===== config.mk =====
export PLATFORM = sky130hd
export DESIGN_NAME = axil_multi_adder
export DESIGN_NICKNAME = d
export VERILOG_FILES = /design/src/rtl/axil_multi_adder.sv
export SDC_FILE = /design/constraint.sdc
export NUM_CORES = 1
export LEC_CHECK = 0
export ABC_AREA = 0
export ABC_CLOCK_PERIOD_IN_PS = 5600
export CORE_AREA = 5 5 203 205
export DETAILED_ROUTE_END_ITERATION = 8
export DIE_AREA = 0 0 208 210
export PLACE_DENSITY = 0.94
export SLEW_MARGIN = 40
export SYNTH_ARGS = -nofsm -noshare
export SYNTH_HDL_FRONTEND = slang
export SYNTH_SLANG_ARGS = --single-unit

===== constraint.sdc =====
create_clock -name s1_axi_aclk -period 5.6 [get_ports s1_axi_aclk]
set_clock_uncertainty 0.1 [all_clocks]
set_input_delay 1.4 -clock s1_axi_aclk [delete_from_list [all_inputs] [get_ports s1_axi_aclk]]
set_output_delay 1.4 -clock s1_axi_aclk [all_outputs]
set_load 0.02 [all_outputs]

===== src/rtl/axil_multi_adder.sv =====
// AXI4-Lite slave with NUM_CH registered adders (OPA, OPB, RESULT, STATUS).
// Define AXIL_ADDER_SAT_EN to saturate RESULT on carry-out.
module axil_multi_adder #(
  parameter int DATA_WIDTH = 32,
  parameter int ADDR_WIDTH = 8,
  parameter int NUM_CH     = 4
) (
  input  logic                    s1_axi_aclk,
  input  logic                    s1_axi_aresetn,
  input  logic [ADDR_WIDTH-1:0]   s1_axi_awaddr,
  input  logic                    s1_axi_awvalid,
  output logic                    s1_axi_awready,
  input  logic [DATA_WIDTH-1:0]   s1_axi_wdata,
  input  logic [DATA_WIDTH/8-1:0] s1_axi_wstrb,
  input  logic                    s1_axi_wvalid,
  output logic                    s1_axi_wready,
  output logic [1:0]              s1_axi_bresp,
  output logic                    s1_axi_bvalid,
  input  logic                    s1_axi_bready,
  input  logic [ADDR_WIDTH-1:0]   s1_axi_araddr,
  input  logic                    s1_axi_arvalid,
  output logic                    s1_axi_arready,
  output logic [DATA_WIDTH-1:0]   s1_axi_rdata,
  output logic [1:0]              s1_axi_rresp,
  output logic                    s1_axi_rvalid,
  input  logic                    s1_axi_rready
);

  localparam int NB = DATA_WIDTH / 8;
  localparam int CW = ADDR_WIDTH - 4;
  localparam logic [1:0] OKAY   = 2'b00;
  localparam logic [1:0] SLVERR = 2'b10;

  typedef enum logic { W_IDLE, W_RESP } wst_t;
  typedef enum logic { R_IDLE, R_DATA } rst_t;

  wst_t wst_q;
  rst_t rst_q;

  logic [DATA_WIDTH-1:0] opa_q [NUM_CH];
  logic [DATA_WIDTH-1:0] opb_q [NUM_CH];
  logic [DATA_WIDTH-1:0] res_q [NUM_CH];
  logic [DATA_WIDTH-1:0] res_d [NUM_CH];
  logic [2:0]            sts_q [NUM_CH];
  logic [2:0]            sts_d [NUM_CH];
  logic [DATA_WIDTH:0]   full_d [NUM_CH];

  logic                  awready_q, wready_q, bvalid_q;
  logic                  arready_q, rvalid_q;
  logic [1:0]            bresp_q, rresp_q;
  logic [ADDR_WIDTH-1:2] awaddr_q;
  logic [DATA_WIDTH-1:0] wdata_q, rdata_q;
  logic [NB-1:0]         wstrb_q;

  logic                  unused_addr;
  assign unused_addr = ^{s1_axi_awaddr[1:0], s1_axi_araddr[1:0]};

  always_comb begin
    for (int i = 0; i < NUM_CH; i++) begin
      full_d[i] = {1'b0, opa_q[i]} + {1'b0, opb_q[i]};
      res_d[i]  = full_d[i][DATA_WIDTH-1:0];
      sts_d[i]  = {1'b0,
                   (opa_q[i][DATA_WIDTH-1] == opb_q[i][DATA_WIDTH-1]) &&
                   (full_d[i][DATA_WIDTH-1] != opa_q[i][DATA_WIDTH-1]),
                   full_d[i][DATA_WIDTH]};
`ifdef AXIL_ADDER_SAT_EN
      if (full_d[i][DATA_WIDTH]) begin
        res_d[i]    = '1;
        sts_d[i][2] = 1'b1;
      end
`endif
    end
  end

  // Write target decode from the captured AW address.
  logic [CW-1:0]     aw_ch;
  logic [1:0]        aw_off;
  logic [NUM_CH-1:0] wr_sel;
  logic              wr_ok;

  assign aw_ch  = awaddr_q[ADDR_WIDTH-1:4];
  assign aw_off = awaddr_q[3:2];

  always_comb begin
    wr_sel = '0;
    for (int i = 0; i < NUM_CH; i++)
      wr_sel[i] = (aw_ch == CW'(i));
    wr_ok = (|wr_sel) && !aw_off[1];
  end

  logic [CW-1:0]         ar_ch;
  logic [1:0]            ar_off;
  logic [DATA_WIDTH-1:0] rd_val;
  logic                  rd_err;

  assign ar_ch  = s1_axi_araddr[ADDR_WIDTH-1:4];
  assign ar_off = s1_axi_araddr[3:2];

  always_comb begin
    rd_val = '0;
    rd_err = 1'b1;
    for (int i = 0; i < NUM_CH; i++) begin
      if (ar_ch == CW'(i)) begin
        rd_err = 1'b0;
        unique case (ar_off)
          2'd0:    rd_val = opa_q[i];
          2'd1:    rd_val = opb_q[i];
          2'd2:    rd_val = res_q[i];
          default: rd_val = {{(DATA_WIDTH-3){1'b0}}, sts_q[i]};
        endcase
      end
    end
  end

  always_ff @(posedge s1_axi_aclk or negedge s1_axi_aresetn) begin
    if (!s1_axi_aresetn) begin
      for (int i = 0; i < NUM_CH; i++) begin
        res_q[i] <= '0;
        sts_q[i] <= '0;
      end
    end else begin
      for (int i = 0; i < NUM_CH; i++) begin
        res_q[i] <= res_d[i];
        sts_q[i] <= sts_d[i];
      end
    end
  end

  always_ff @(posedge s1_axi_aclk or negedge s1_axi_aresetn) begin
    if (!s1_axi_aresetn) begin
      wst_q     <= W_IDLE;
      awready_q <= 1'b1;
      wready_q  <= 1'b1;
      bvalid_q  <= 1'b0;
      bresp_q   <= OKAY;
      awaddr_q  <= '0;
      wdata_q   <= '0;
      wstrb_q   <= '0;
      for (int i = 0; i < NUM_CH; i++) begin
        opa_q[i] <= '0;
        opb_q[i] <= '0;
      end
    end else begin
      unique case (wst_q)
        W_IDLE: begin
          if (s1_axi_awvalid && awready_q) begin
            awaddr_q  <= s1_axi_awaddr[ADDR_WIDTH-1:2];
            awready_q <= 1'b0;
          end
          if (s1_axi_wvalid && wready_q) begin
            wdata_q  <= s1_axi_wdata;
            wstrb_q  <= s1_axi_wstrb;
            wready_q <= 1'b0;
          end
          if (!awready_q && !wready_q) begin
            for (int i = 0; i < NUM_CH; i++)
              for (int b = 0; b < NB; b++)
                if (wr_ok && wr_sel[i] && wstrb_q[b]) begin
                  if (aw_off[0]) opb_q[i][8*b +: 8] <= wdata_q[8*b +: 8];
                  else           opa_q[i][8*b +: 8] <= wdata_q[8*b +: 8];
                end
            bresp_q  <= wr_ok ? OKAY : SLVERR;
            bvalid_q <= 1'b1;
            wst_q    <= W_RESP;
          end
        end
        W_RESP: begin
          if (s1_axi_bready) begin
            bvalid_q  <= 1'b0;
            awready_q <= 1'b1;
            wready_q  <= 1'b1;
            wst_q     <= W_IDLE;
          end
        end
        default: wst_q <= W_IDLE;
      endcase
    end
  end

  always_ff @(posedge s1_axi_aclk or negedge s1_axi_aresetn) begin
    if (!s1_axi_aresetn) begin
      rst_q     <= R_IDLE;
      arready_q <= 1'b1;
      rvalid_q  <= 1'b0;
      rdata_q   <= '0;
      rresp_q   <= OKAY;
    end else begin
      unique case (rst_q)
        R_IDLE: begin
          if (s1_axi_arvalid) begin
            rdata_q   <= rd_val;
            rresp_q   <= rd_err ? SLVERR : OKAY;
            rvalid_q  <= 1'b1;
            arready_q <= 1'b0;
            rst_q     <= R_DATA;
          end
        end
        R_DATA: begin
          if (s1_axi_rready) begin
            rvalid_q  <= 1'b0;
            arready_q <= 1'b1;
            rst_q     <= R_IDLE;
          end
        end
        default: rst_q <= R_IDLE;
      endcase
    end
  end

  assign s1_axi_awready = awready_q;
  assign s1_axi_wready  = wready_q;
  assign s1_axi_bvalid  = bvalid_q;
  assign s1_axi_bresp   = bresp_q;
  assign s1_axi_arready = arready_q;
  assign s1_axi_rvalid  = rvalid_q;
  assign s1_axi_rdata   = rdata_q;
  assign s1_axi_rresp   = rresp_q;

endmodule


Word level (Yosys, flattened, before mapping)
Cells that the tools add are included.

operators by class
  multiplexer cells = 34
  reductions and logical operators = 75
  add/sub/neg operators = 4
  eq/ne operators = 22
  bitwise gates (word level) = 3

operators with widths
  kind                                                  count
  case mux 32 bit (3 select lines)                      4
  adder 32 x 32 -> 33 bit                               4
  2-to-1 mux 32 bit                                     4
  AND reduction 4 bit                                   32
  logical AND 1 bit                                     28
  2-to-1 mux 1 bit                                      17
  equality test 4 x 2 -> 1 bit (second input constant)  4
  AND reduction 2 bit                                   8
  case mux 1 bit (2 select lines)                       7
  inequality test 2 bit (second input constant)         6
  equality test 4 x 1 -> 1 bit (second input constant)  2
  zero test 4 bit                                       2
  equality test 1 bit                                   4
  2-to-1 mux 2 bit                                      2
  inequality test 1 bit                                 4
  OR reduction 4 bit                                    1
  zero test 1 bit                                       3
  inverter 1 bit                                        3
  equality test 2 x 1 -> 1 bit (second input constant)  1
  equality test 2 bit (second input constant)           1
  zero test 2 bit                                       1

word-level totals
  input port bits = 59
  bits in registers = 477
  word-level logic and storage cells = 191
  output and inout port bits = 41

Logic depth before layout (Yosys ltp)
  word-level depth = 6
  mapped depth = 10
  mapped depth without buffers = 10

Worst setup path before layout
Ideal clock, no wire load.

  path kind = input port to flip-flop
  start = input port s1_axi_araddr[3]
  end = register rdata_q[1], in the netlist s1_axi_rdata[1]
  cell stages on the path = 7
  data required time = 5.375 ns
  arrival = 3.160 ns
  library setup time = 0.125 ns
  buffers on the path = 3
  path slack = 2.215 ns
  path through = clkbuf_1 clkbuf_1 buf_1 mux4_2 a22oi_1 o21ai_0 mux2_2

between the ends
  longest elaborated chain between the ends = 6
  elaborated cells between the ends (all ways) = 11
  classes of those cells = eq/ne (2); mux (8); reduce/logical (1)

ends and longest elaborated chain
  what                                               line  text
  start, declared                                    20    input logic [ADDR_WIDTH-1:0] s1_axi_araddr,
  equality test 2 bit, or another cell as far along  105   unique case (ar_off)
  case mux 32 bit (3 select lines)                   105
  2-to-1 mux 32 bit (3 in series)                    103   if (ar_ch == CW'(i)) begin
  2-to-1 mux 32 bit *                                103
  end signal, assigned                               191   rdata_q <= rd_val;
  end, declared                                      52    logic [DATA_WIDTH-1:0] wdata_q, rdata_q;

Every way passes the cells marked *; elsewhere a longest branch is shown, timed or not.
A chain may end at the register's enable or synchronous reset.

Final worst setup path
  start = input port s1_axi_araddr[2]
  end = register rdata_q[1], in the netlist s1_axi_rdata[1]

Same word-level chain as after synthesis.

==> flow_summary_export.csv <==
group,metric,value,unit
sta,final_period_minus_worst_setup_slack,3.86,ns
route,detail_route.wirelength,75000,µm
run_status,status,"finished clean",
synth,ys_warn_count,0,
sta,setup_viol,0,
grt,grt_first_pass_wirelength,118000,µm
floorplanning,effective_utilization_at_floorplan,0.659,
route,avgRoutedWirePerCell,24.9,µm
pwr,max-vdd-ir-drop,0.323,mV
sta,rsz0062_at_grt,"false",
placement,place_congestion,0.953,
critical_path,crit_path_arrival_time,4.25,ns
grt,globalRouteOverflowTotal,0,
synth,postSynthCellCount,2388,
synth,yosys-top-cells-area,"sky130_fd_sc_hd__dfrtp_1 (46%), sky130_fd_sc_hd__mux2_2 (13%), sky130_fd_sc_hd__ha_1 (6.2%), sky130_fd_sc_hd__mux2i_1 (4.7%), sky130_fd_sc_hd__a21oi_1 (3.7%)",
clock_tree,cts_max_path_buffers,3,
route,detail_route.drc_violations,0,
floorplanning,placementRows,73,
final_layout,layout.core_utilization,0.740,
grt,grt_total_usage,0.339,
grt,grt_start_max_net_pins,108,
synth,post_synth_num_cell_types,76,
critical_path,end_kind,"register",
grt,global_route.usage.met3,0.0582,
pwr,power_frac_comb,0.313,
placement,port-buffer-count,93,
critical_path,critical_path.startpoint_type,"primary input",
grt,met2_usage,0.556,
synth,synth_seq_area_share,0.460,
final_layout,antenna_cells_inserted,0,
final_layout,layout-drive-gt1-share,0.177,
final_layout,layout_nets,2640,
pwr,sequentialPowerShare,0.429,
clock_tree,cts_sinks,475,
clock_tree,cts.repair.resized,0,
pwr,power.clock.fraction,0.258,
sta,worst_slew_pin_tran,0.918,ns
grt,globalRoute.busiestLayer,"met2",
pwr,power-per-cell-area,458,nW/µm²
sta,portion_of_the_clock_cycle_consumed_by_the_worst_path_in_the_final_layout,0.690,
clock_tree,cts_tree,"built",
sta,final.setup.tns,0,ns
clock_tree,postCtsSetupBuffers,0,
floorplanning,design.core.area,39300,µm²
final_layout,fin_cells,3013,
route,first_iter_violations,2146,
synth,synth_area_leader_cell,"sky130_fd_sc_hd__dfrtp_1",
pwr,p_leak,14.4,nW
placement,place_inst,2922,
critical_path,criticalPathCategory,"in -> reg",
sta,clock.fmax,0.259,GHz
route,dr.pass1.iters,6,
floorplanning,die_h,210,µm
route,num_vias,20600,
synth,synth_edf_count,0,
synth,synth-seq-cells,475,
route,average_via_count_per_standard_cell,6.85,
synth,yosys-top-cells-count,"sky130_fd_sc_hd__dfrtp_1 (472), sky130_fd_sc_hd__mux2_2 (301), sky130_fd_sc_hd__nand2_1 (206)",
clock_tree,clk-insertion-delay-late,0.60,ns
clock_tree,cts_h_tree_lvls,2,
clock_tree,ctsHoldBuffers,0,
sta,max-slew-margin-rel,0.383,
floorplanning,dieArea,43700,µm²
synth,post-synth-top-area-fraction,0.457,
critical_path,path_max_fanout,46,
floorplanning,io-pin-count,100,
grt,number_of_global_route_vias_before_repair,21200,
synth,post_synth.cell_area_avg,10.8,µm²
clock_tree,tritoncts.num_buffers,50,
run,drv.max_cap_violation_count,0,
pwr,power.internal,8.39,mW
synth,most_frequent_cell_after_synthesis,"sky130_fd_sc_hd__dfrtp_1",
route,drt.antenna.violating_nets,0,
critical_path,setup.reg_to_reg.worst_slack,1.82,ns
hold_path,worst_hold_path_type,"reg -> reg",
clock_tree,clkSlewWorstSetupHoldPaths,0.06,ns
pwr,p_switching,4.92,mW
placement,dp_hpwl,51900,µm
final_layout,layout-area-overhead-vs-synth,12.3,%
critical_path,critPathRequiredTime,5.99,ns
synth,ys_dominant_reg_cell,"sky130_fd_sc_hd__dfrtp_1",
pwr,p_sw_frac,0.370,
synth,mappedNetlistArea,25900,µm²
clock_tree,clock_root_cell,"sky130_fd_sc_hd__clkbuf_16",
grt,groute.layer.met1.usage,0.419,
floorplanning,die_outline_width,208,µm
synth,synth_async_sr_flop_share,1.00,
grt,grt_antenna_before_repair,2,
sta,final_max_slew_viol_count,0,
sta,timing_hold_violations_final,0,
worst paths after layout:
kind / from / end / cells after the start
setup / recovery: s1_axi_araddr[2] / s1_axi_rdata[1]$_DFFE_PN0P_ / 6
hold / removal: rst_q$_DFF_PN0_ / s1_axi_rvalid$_DFFE_PN0P_ / 1
setup reg to reg: opa_q[0]$_DFFE_PN0P_ / sts_q[0]$_DFF_PN0_ / 10
hold reg to reg: rst_q$_DFF_PN0_ / s1_axi_rvalid$_DFFE_PN0P_ / 1
max in group asynchronous: s1_axi_aresetn / res_q[93]$_DFF_PN0_ / 3
min in group asynchronous: s1_axi_aresetn / wdata_q[1]$_DFFE_PN0P_ / 1
worst max-delay path, stage by stage:
cell and delay (ns):
sky130_fd_sc_hd__buf_4 0.47, sky130_fd_sc_hd__buf_4 0.58, sky130_fd_sc_hd__mux4_2 0.61, sky130_fd_sc_hd__a22oi_1 0.45, sky130_fd_sc_hd__o21ai_0 0.33, sky130_fd_sc_hd__mux2_2 0.33
metal layers:
metal	vias to the layer above	part of all wire
met5	-	0.00040
met4	4	0.080
met3	372	0.086
met2	1248	0.47
met1	10200	0.36
li1	8867	-
power by group through the flow:
stage                     clock, mW  sequential [mW]  combinational (mW)
after floorplan                   0             5.18                3.05
after global placement            0             5.58                3.79
after detailed placement          0             5.69                4.02
after CTS                      3.45             5.65                4.09
after global routing           3.59             5.78                4.51
final                          3.43             5.71                4.16
metrics by stage:
| step | worst slack [ns] | power, mW | cell area, µm² | hold WS, ns |
|---|---|---|---|---|
| floorplan | 2.22 | 8.24 | 25900 | 0.338 |
| global placement | 1.37 | 9.37 | 27300 | 0.364 |
| detailed placement | 1.42 | 9.71 | 27300 | 0.368 |
| CTS | 1.94 | 13.2 | 29000 | 0.380 |
| global route | 1.68 | 13.9 | 29100 | 0.408 |
| finish | 1.74 | 13.3 | 29100 | 0.376 |
cell type report:
type / instances / area [µm²]
clock buffer: 76 / 1530
multi-input combinational: 1772 / 13500
tap: 525 / 657
sequential: 475 / 11900
clock inverter: 15 / 169
timing repair buffer: 118 / 1220
inverter: 32 / 120
fill: 2494 / 10200
kinds of logic (layout without fill, tap and decap cells):
| kind of cell | Yosys count | count (layout) | share of synthesized area |
|---|---|---|---|
| AO/OA/AOI/OAI | 629 | 629 | 0.153 |
| buffers and inverters | 142 | 241 | 0.0210 |
| AND/OR/NAND/NOR | 465 | 465 | 0.0785 |
| XOR/XNOR | 114 | 114 | 0.0386 |
| other | 1 | 2 | 0.000145 |
| flip-flops | 475 | 475 | 0.460 |
| multiplexers | 430 | 430 | 0.184 |
| adder cells (fa/ha/maj) | 132 | 132 | 0.0650 |
registers in the layout, indices dropped and copies added, names as in the netlist:
signal / count
opa_q: 128
opb_q: 128
res_q: 128
s1_axi_rdata: 32
wdata_q: 32
sts_q: 8
awaddr_q: 6
wstrb_q: 4
rst_q: 1
s1_axi_arready: 1
s1_axi_awready: 1
s1_axi_bresp: 1
s1_axi_bvalid: 1
s1_axi_rresp: 1
s1_axi_rvalid: 1
s1_axi_wready: 1
wst_q: 1
cells in the final DEF, fill, tap and decap left out, types with 13 or more instances in the layout:
cell,Yosys,final
sky130_fd_sc_hd__a21oi_1,191,191
sky130_fd_sc_hd__a221oi_1,32,32
sky130_fd_sc_hd__nand4_1,18,18
sky130_fd_sc_hd__clkbuf_8,0,16
sky130_fd_sc_hd__clkbuf_16,0,51
sky130_fd_sc_hd__nand3_1,28,28
sky130_fd_sc_hd__a31oi_1,16,16
sky130_fd_sc_hd__a211oi_1,13,13
sky130_fd_sc_hd__nor2b_1,15,14
sky130_fd_sc_hd__clkdlybuf4s50_1,0,90
sky130_fd_sc_hd__xor2_1,40,40
sky130_fd_sc_hd__o21a_1,20,20
sky130_fd_sc_hd__buf_4,2,19
sky130_fd_sc_hd__o21ai_0,155,155
sky130_fd_sc_hd__o21bai_1,18,18
sky130_fd_sc_hd__o211ai_1,17,17
sky130_fd_sc_hd__mux2i_1,122,122
sky130_fd_sc_hd__a21o_1,65,65
sky130_fd_sc_hd__nor3_1,14,13
sky130_fd_sc_hd__mux2_2,301,301
sky130_fd_sc_hd__nor2_1,134,132
sky130_fd_sc_hd__nand2_1,206,206
sky130_fd_sc_hd__o22ai_1,33,33
sky130_fd_sc_hd__dfrtp_1,472,472
sky130_fd_sc_hd__ha_1,128,128
sky130_fd_sc_hd__inv_1,32,32
sky130_fd_sc_hd__xnor2_1,74,74
(Power assumes the default switching activity.)
